--- src/rtl/clkdiv_pkg.sv ---
// Shared constants and config clamping for the multi-channel clock divider.
package clkdiv_pkg;

    localparam int unsigned CLKDIV_DEFAULT_DIVISOR = 100;
    localparam int unsigned MIN_DIVISOR            = 2;
    localparam int unsigned MAX_WIDTH              = 64;

    typedef logic [MAX_WIDTH-1:0] wide_t;

    function automatic wide_t clamp_divisor(input wide_t divisor);
        return (divisor < wide_t'(MIN_DIVISOR)) ? wide_t'(MIN_DIVISOR) : divisor;
    endfunction

    // Expects an already-clamped divisor so high time never exceeds the period.
    function automatic wide_t clamp_high(input wide_t high, input wide_t divisor);
        return (high > divisor) ? divisor : high;
    endfunction

endpackage

--- src/rtl/clkdiv_channel.sv ---
// One divider channel: period counter, active/pending settings and registered outputs.
module clkdiv_channel
    import clkdiv_pkg::*;
#(
    parameter int unsigned WIDTH           = 28,
    parameter int unsigned DEFAULT_DIVISOR = CLKDIV_DEFAULT_DIVISOR
) (
    input  logic             clock_in,
    input  logic             reset,
    input  logic             enable,
    input  logic             sync,
    input  logic             load,
    input  logic [WIDTH-1:0] load_divisor,
    input  logic [WIDTH-1:0] load_high,
    output logic             pending,
    output logic             clock_out,
    output logic             tick
);

    logic [WIDTH-1:0] count;
    logic [WIDTH-1:0] divisor;
    logic [WIDTH-1:0] high;
    logic [WIDTH-1:0] pend_divisor;
    logic [WIDTH-1:0] pend_high;
    logic [WIDTH-1:0] next_divisor;
    logic [WIDTH-1:0] next_high;
    logic             wrap;
    logic             apply;

    always_comb begin
        next_divisor = WIDTH'(clamp_divisor(wide_t'(load_divisor)));
        next_high    = WIDTH'(clamp_high(wide_t'(load_high), wide_t'(next_divisor)));
    end

    assign wrap  = (count == divisor - WIDTH'(1));
    // Settings only change where the counter restarts, so no runt or stretched pulse.
    assign apply = pending && (!enable || wrap || sync);

    always_ff @(posedge clock_in) begin
        if (reset) begin
            count        <= '0;
            divisor      <= WIDTH'(DEFAULT_DIVISOR);
            high         <= WIDTH'(DEFAULT_DIVISOR / 2);
            pending      <= 1'b0;
            pend_divisor <= '0;
            pend_high    <= '0;
            clock_out    <= 1'b0;
            tick         <= 1'b0;
        end else begin
            if (load) begin
                pending      <= 1'b1;
                pend_divisor <= next_divisor;
                pend_high    <= next_high;
            end

            if (!enable) begin
                count     <= '0;
                clock_out <= 1'b0;
                tick      <= 1'b0;
            end else begin
                clock_out <= (count < high);
                tick      <= (count == '0);
                count     <= (wrap || sync) ? '0 : count + WIDTH'(1);
            end

            if (apply) begin
                divisor <= pend_divisor;
                high    <= pend_high;
                pending <= 1'b0;
            end
        end
    end

endmodule

--- src/rtl/clock_divider_multi.sv ---
// Multi-channel programmable clock divider with valid/ready per-channel reload.
// Optional CLKDIV_SYNC_EN adds a 'sync' input that phase-aligns all enabled channels.
module clock_divider_multi
    import clkdiv_pkg::*;
#(
    parameter int unsigned CHANNELS        = 4,
    parameter int unsigned WIDTH           = 28,
    parameter int unsigned DEFAULT_DIVISOR = CLKDIV_DEFAULT_DIVISOR,
    localparam int unsigned CW             = (CHANNELS > 1) ? $clog2(CHANNELS) : 1
) (
    input  logic                clock_in,
    input  logic                reset,
    input  logic [CHANNELS-1:0] enable,
`ifdef CLKDIV_SYNC_EN
    input  logic                sync,
`endif
    input  logic                cfg_valid,
    output logic                cfg_ready,
    input  logic [CW-1:0]       cfg_channel,
    input  logic [WIDTH-1:0]    cfg_divisor,
    input  logic [WIDTH-1:0]    cfg_high,
    output logic [CHANNELS-1:0] clock_out,
    output logic [CHANNELS-1:0] tick
);

    logic [CHANNELS-1:0] pending;
    logic                sync_all;

`ifdef CLKDIV_SYNC_EN
    assign sync_all = sync;
`else
    assign sync_all = 1'b0;
`endif

    assign cfg_ready = (32'(cfg_channel) < CHANNELS) ? !pending[cfg_channel] : 1'b0;

    for (genvar i = 0; i < CHANNELS; i++) begin : g_channel
        clkdiv_channel #(
            .WIDTH           (WIDTH),
            .DEFAULT_DIVISOR (DEFAULT_DIVISOR)
        ) u_channel (
            .clock_in     (clock_in),
            .reset        (reset),
            .enable       (enable[i]),
            .sync         (sync_all),
            .load         (cfg_valid && cfg_ready && (cfg_channel == CW'(i))),
            .load_divisor (cfg_divisor),
            .load_high    (cfg_high),
            .pending      (pending[i]),
            .clock_out    (clock_out[i]),
            .tick         (tick[i])
        );
    end

endmodule
--- config.mk ---
export PLATFORM = sky130hd
export DESIGN_NAME = clock_divider_multi
export DESIGN_NICKNAME = d
export VERILOG_FILES = /design/src/rtl/clkdiv_pkg.sv /design/src/rtl/clkdiv_channel.sv /design/src/rtl/clock_divider_multi.sv
export SDC_FILE = /design/constraint.sdc
export NUM_CORES = 1
export LEC_CHECK = 0
export ABC_AREA = 1
export BUFFER_PORTS_ARGS = -buffer_cell sky130_fd_sc_hd__buf_2
export CAP_MARGIN = 20
export CORE_AREA = 2 2 304 306
export CTS_CLUSTER_DIAMETER = 100
export DETAILED_ROUTE_END_ITERATION = 8
export DIE_AREA = 0 0 306 308
export PLACE_DENSITY = 0.45
export SETUP_SLACK_MARGIN = 0.15
export SLEW_MARGIN = 0
export SYNTH_ARGS = -nofsm -noshare
export SYNTH_HDL_FRONTEND = slang
export SYNTH_SLANG_ARGS = --single-unit
--- constraint.sdc ---
create_clock -name clock_in -period 3.7 [get_ports clock_in]
set_clock_uncertainty 0.2 [all_clocks]
set_input_delay 0.555 -clock clock_in [delete_from_list [all_inputs] [get_ports clock_in]]
set_output_delay 0.555 -clock clock_in [all_outputs]
set_load 0.01 [all_outputs]
### Word-level counts from Yosys, hierarchy flattened

Cells that the tools add are included.

| word-level totals | value |
|---|---|
| bits of input ports | 65 |
| output and inout port bits | 9 |
| register bits | 572 |

| cells by class | value |
|---|---|
| reductions and logical operators | 35 |
| bitwise operators | 4 |
| equality and inequality tests | 7 |
| muxes and demuxes | 4 |
| magnitude comparators | 7 |
| $add $sub $neg | 8 |

Operators with widths:

| kind | count |
|---|---|
| adder 28 x 1 -> 28 bit, second input constant | 4 |
| equality test 28 bit | 4 |
| logical NOT 28 bit | 4 |
| less-than comparator 28 bit | 4 |
| subtractor 28 x 1 -> 28 bit, second input constant | 4 |
| 2-to-1 mux 28 bit | 2 |
| greater-than comparator 28 bit | 1 |
| less-than comparator 28 x 2 -> 1 bit, second input constant | 1 |
| OR reduction 2 bit | 8 |
| OR reduction 3 bit | 4 |
| logical AND 1 bit | 9 |
| logical NOT 1 bit | 5 |
| equality test 2 bit, second input constant | 2 |
| logical OR 1 bit | 4 |
| inverter 1 bit | 4 |
| less-than comparator 2 x 3 -> 1 bit, second input constant | 1 |
| binary-select mux 1 bit (select 2 bit) | 1 |
| equality test 2 x 1 -> 1 bit, second input constant | 1 |
| logical NOT 2 bit | 1 |
| 2-to-1 mux 1 bit | 1 |

### Logic depth before layout (Yosys ltp)

| logic depth | value |
|---|---|
| word-level depth | 5 |
| depth in mapped cells | 21 |

### Modules after synthesis

A second synthesis with hierarchy kept.

| unflattened totals | value |
|---|---|
| cells, all modules | 5267 |
| area, all modules | 35261.3 um^2 |

By module, submodules not included:

| module | cells each | seq. area each (um^2) | area each (um^2) | times used |
|---|---|---|---|---|
| clkdiv_channel at g_channel[0].u_channel ... | 1299 | 2862.7 | 8824.7 | 2 |
| clkdiv_channel at g_channel[3].u_channel | 1335 | 2862.7 | 8783.4 | 1 |
| clkdiv_channel at g_channel[1].u_channel | 1312 | 2862.7 | 8723.4 | 1 |
| clock_divider_multi | 22 | 0.0 | 105.1 | 1 |

### Least setup slack after synthesis

Ideal clock, no wire load.

| timing path | value |
|---|---|
| path kind | input port to flip-flop |
| start | input cfg_divisor[14] |
| end | register g_channel[1].u_channel.pend_high[0] |
| arrival | 2812 ps |
| library setup time | 109 ps |
| required time | 3391 ps |
| slack | 579 ps |
| path buffers | 1 |
| stages on the path | 20 |
| cell sequence | inv_1 -> nand3_1 -> nor4_1 -> nand4_1 -> nor3_1 -> nor2_1 -> ha_1 -> a21oi_1 -> o21ai_0 -> nand2_1 -> nand4_1 -> nand2_1 -> o211ai_1 -> nand2_1 -> clkbuf_1 -> inv_1 -> nand2_1 -> nand3_1 -> nand2_1 -> inv_1 |

| between the ends | value |
|---|---|
| longest elaborated chain between the ends | 4 |

RTL lines:

| what | RTL line | RTL |
|---|---|---|
| start: declaration | clock_divider_multi.sv:20 | `input logic [WIDTH-1:0] cfg_divisor,` |
| less-than comparator 28 x 2 -> 1 bit | clkdiv_pkg.sv:11 | `return (divisor < wide_t'(MIN_DIVISOR)) ? wide_t'(MIN_DIVISOR) : divisor;` |
| 2-to-1 mux 28 bit (*) | clkdiv_pkg.sv:11 |  |
| greater-than comparator 28 bit | clkdiv_pkg.sv:16 | `return (high > divisor) ? divisor : high;` |
| 2-to-1 mux 28 bit (*) | clkdiv_pkg.sv:16 |  |
| end signal: assignment | clkdiv_channel.sv:53 | `pend_high <= next_high;` |
| end: declaration | clkdiv_channel.sv:24 | `logic [WIDTH-1:0] pend_high;` |

Every way passes the cells marked *; elsewhere a longest branch is shown, timed or not.
A chain may end at the register's enable or synchronous reset.

### Worst setup path in the final report

| timing path | value |
|---|---|
| start | input cfg_divisor[2] |
| end | register g_channel[1].u_channel.pend_high[14] |

Same word-level chain as after synthesis.

==> impl_metrics.csv <==
group,metric,value,unit
detailed_routing,via_per_inst,4.96,
yosys,yosys-top-cells-area,"dfxtp_1 36%, nand2_1 9.1%, inv_1 8.0%",
grt,grt_max_degree,99,
clocking,cts_sinks,572,
sta,tightest_slew,902,ps
critical_path,path_buf_inv,4,
sta,hold_violations,0,
grt,grt_pass1_vias,27062,
yosys,ys.flop_type,"dfxtp_1",
yosys,synth_cell_types,48,
clocking,cts_root_buf,"clkbuf_16",
power_and_ir_drop,p_leak,15.7,nW
yosys,yosysWarnings,0,
yosys,synth_xor_area_frac,0.0429,
yosys,synthMuxAreaShare,0,
power_and_ir_drop,max-vdd-ir-drop,0.244,mV
power_and_ir_drop,combPwrFrac,0.119,
place,gp_congestion,0.895,
sta,slew_headroom,0.398,
yosys,ys_ff_latch,572,
grt,overflow,0,
finish,nFillCells,9730,
sta,fin_crit,3310,ps
critical_path,crit_type,"input port to flip-flop",
power_and_ir_drop,p_sw,4.42,mW
floorplan,die_area,0.0942,sq mm
floorplan,core,0.0910,sq mm
yosys,synthAdderAreaFrac,0.0587,
grt,grt_pass1_wl,168,mm
sta,final.period_utilization,0.894,
critical_path,reg2reg_slack,500,ps
detailed_routing,avgRoutedWirePerCell,19.0,um
yosys,synth_top_area_share,0.363,
finish,nNetsFinal,4846,
place,portBuffers,73,
floorplan,rows,111,
power_and_ir_drop,switching_share,0.284,
clocking,clkSlewWorstSetupHoldPaths,60,ps
critical_path,critPathLaunchType,"input port",
power_and_ir_drop,pwr-share-clk,0.459,
detailed_routing,drt-total-wl,111,mm
place,hpwl,83.6,mm
yosys,synth_top_family_by_area,"simple AND/OR/NAND/NOR gates",
clocking,cts_buffers,69,
critical_path,path_common_cell,"o21ai_0",
sta,slew_violations,0,
sta,finalSetupTns,0,ps
critical_path,cpPeakStageDelay,400,ps
clocking,cts_buffer_depth,3,
finish,syn2layout_area_growth,13.1,%
yosys,synth-seq-area-share,0.363,
sta,whs,43.6,ps
sta,max_freq,302,MHz
critical_path,crit_chain,"buf_2 > nor4_1 > nand4_1 > nor3_1 > buf_4 > nor2_1 > ha_1 > a21oi_1 > o21ai_0 > nand2_1 > nand4_1 > nand2_1 > o211ai_1 > nand2_2 > buf_12 > o21ai_0 > o21ai_0 > inv_1",
floorplan,start_util,0.347,
power_and_ir_drop,p_int,11.2,mW
clocking,cts_setup_buffers,0,
yosys,syn_inst,4608,
finish,multi_input_area,0.0165,sq mm
yosys,yosysTopAreaCell,"dfxtp_1",
critical_path,slowest_stage,"o21ai_0",
critical_path,cp-end-kind,"flip-flop",
critical_path,crit_fanout,41,
grt,grt_usage,0.234,
job,drv_cap,0,
floorplan,ios,74,
sta,setup_violations,0,
sta,rsz0062_at_grt,"yes",
finish,regArea,0.0115,sq mm
power_and_ir_drop,power,15.6,mW
detailed_routing,ant_nets,0,
min_path,worstHoldPathType,"input port to flip-flop",
yosys,synthArstFlopShare,0,
detailed_routing,initialDrtViolationCount,2484,
power_and_ir_drop,power_frac_seq,0.422,
clocking,cts_max_level,3,
yosys,synth_edf_count,0,
critical_path,critPathTopFamily,"simple AND/OR/NAND/NOR gates",
place,dpl_cell_area,0.0333,sq mm
detailed_routing,route.detailed.drc,0,
floorplan,chipHeight,308,um
yosys,synth_area,0.0315,sq mm
detailed_routing,firstDrtPassIters,8,
yosys,synth_nets,4821,
yosys,avgSynthCellArea,6.84,sq um
finish,final_area,0.0357,sq mm
finish,drive_above_1_share,0.0899,
clocking,cts_tree,"done",
yosys,synth_compound_area_frac,0.144,
clocking,clk_latency,640,ps
power_and_ir_drop,cellPowerDensity,437,mW/mm^2
grt,antenna_found_initial,10,
critical_path,cp.arrival,3680,ps
critical_path,required,4080,ps
outcome,status,"complete, no violations",
floorplan,dieWidth,306,um
yosys,yosys.area_share.simple,0.278,
detailed_routing,vias,29126,
-- power groups by stage --
stage	clock, mW	combinational (mW)	sequential, mW
finish	7.14	1.86	6.57
global route	7.56	2.08	6.60
CTS	7.33	1.85	6.57
detailed placement	0	1.84	6.71
global placement	0	1.84	6.71
floorplan	0	1.24	6.63
-- worst paths after layout --
path | from | to | depth (start not counted)
worst max-delay path | cfg_divisor[2] | g_channel[1].u_channel.pend_high[14] | 18
worst min-delay path | cfg_divisor[21] | g_channel[1].u_channel.pend_divisor[21] | 3
worst max register to register | g_channel[3].u_channel.divisor[0] | g_channel[3].u_channel.divisor[1] | 18
worst min register to register | g_channel[0].u_channel.pend_divisor[3] | g_channel[0].u_channel.pend_divisor[3] | 2
-- metrics by stage --
step / utilization / instances / setup slack, ps
floorplan: - / 4608 / 579
global placement: 0.366 / 5747 / -141
detailed placement: 0.366 / 5747 / -241
CTS: 0.392 / 5871 / 410
global route: 0.392 / 5871 / 121
finish: 0.392 / 5873 / 392
-- cells in the mapped netlist (all sizes together) (48+ instances only) --
cell type,instances
nand4,75
nor3,57
nand2,780
nand3,380
a21oi,510
o21ai,297
ha,148
xnor2,48
dfxtp,572
buf,96
xor2,104
clkbuf,121
inv,677
nor2,597
-- cell families (layout without fill, tap and decap cells) --
logic type      Yosys count  in the layout
xor+xnor                153            153
compound gates          853            853
flops                   572            572
other cells               0              2
simple gates           1986           1986
buf+inv                 896            973
fa+ha+maj               148            148
-- repair_timing --
action	CTS	global route
setup endpoints to repair	0	24
hold buffers	1	0
endpoints found under the hold margin	1	0
gates resized for setup	0	3
-- layer usage --
layer  GRT usage  vias to the layer above  part of all wire
met5           0                        -           0.00017
li1            -                    14906                 -
met2       0.363                      645              0.43
met4      0.0607                        4             0.023
met1       0.325                    13441              0.48
met3      0.0528                      130             0.070
-- area by class of cell --
cell class | instances | share of cell area
Tap cell | 1186 | 0.0416
Clock buffer | 92 | 0.0536
Clock inverter | 31 | 0.0129
Multi-Input combinational cell | 3140 | 0.463
Inverter | 679 | 0.0717
Timing Repair Buffer | 171 | 0.0352
Antenna cell | 2 | 0.000140
Sequential cell | 572 | 0.321
-- registers in the layout, summed over array words and instances, names as in the netlist --
name / count
g_channel.u_channel.pend_divisor: 112
g_channel.u_channel.clock_out: 4
g_channel.u_channel.pending: 4
g_channel.u_channel.tick: 4
g_channel.u_channel.count: 112
g_channel.u_channel.high: 112
g_channel.u_channel.divisor: 112
g_channel.u_channel.pend_high: 112
-- placed cells by master (no fill, tap or decap), types with 86 or more instances in the layout --
| master | count |
|---|---|
| a21oi_1 | 470 |
| nand3_1 | 372 |
| nor2_1 | 562 |
| dfxtp_1 | 568 |
| o21ai_0 | 285 |
| buf_4 | 86 |
| inv_1 | 670 |
| ha_1 | 148 |
| xor2_1 | 104 |
| nand2_1 | 763 |
-- worst min-delay path: stages --
cell	delay, ps
buf_2	100
o21ai_0	80
a21oi_1	110
(Power assumes the default switching activity.)
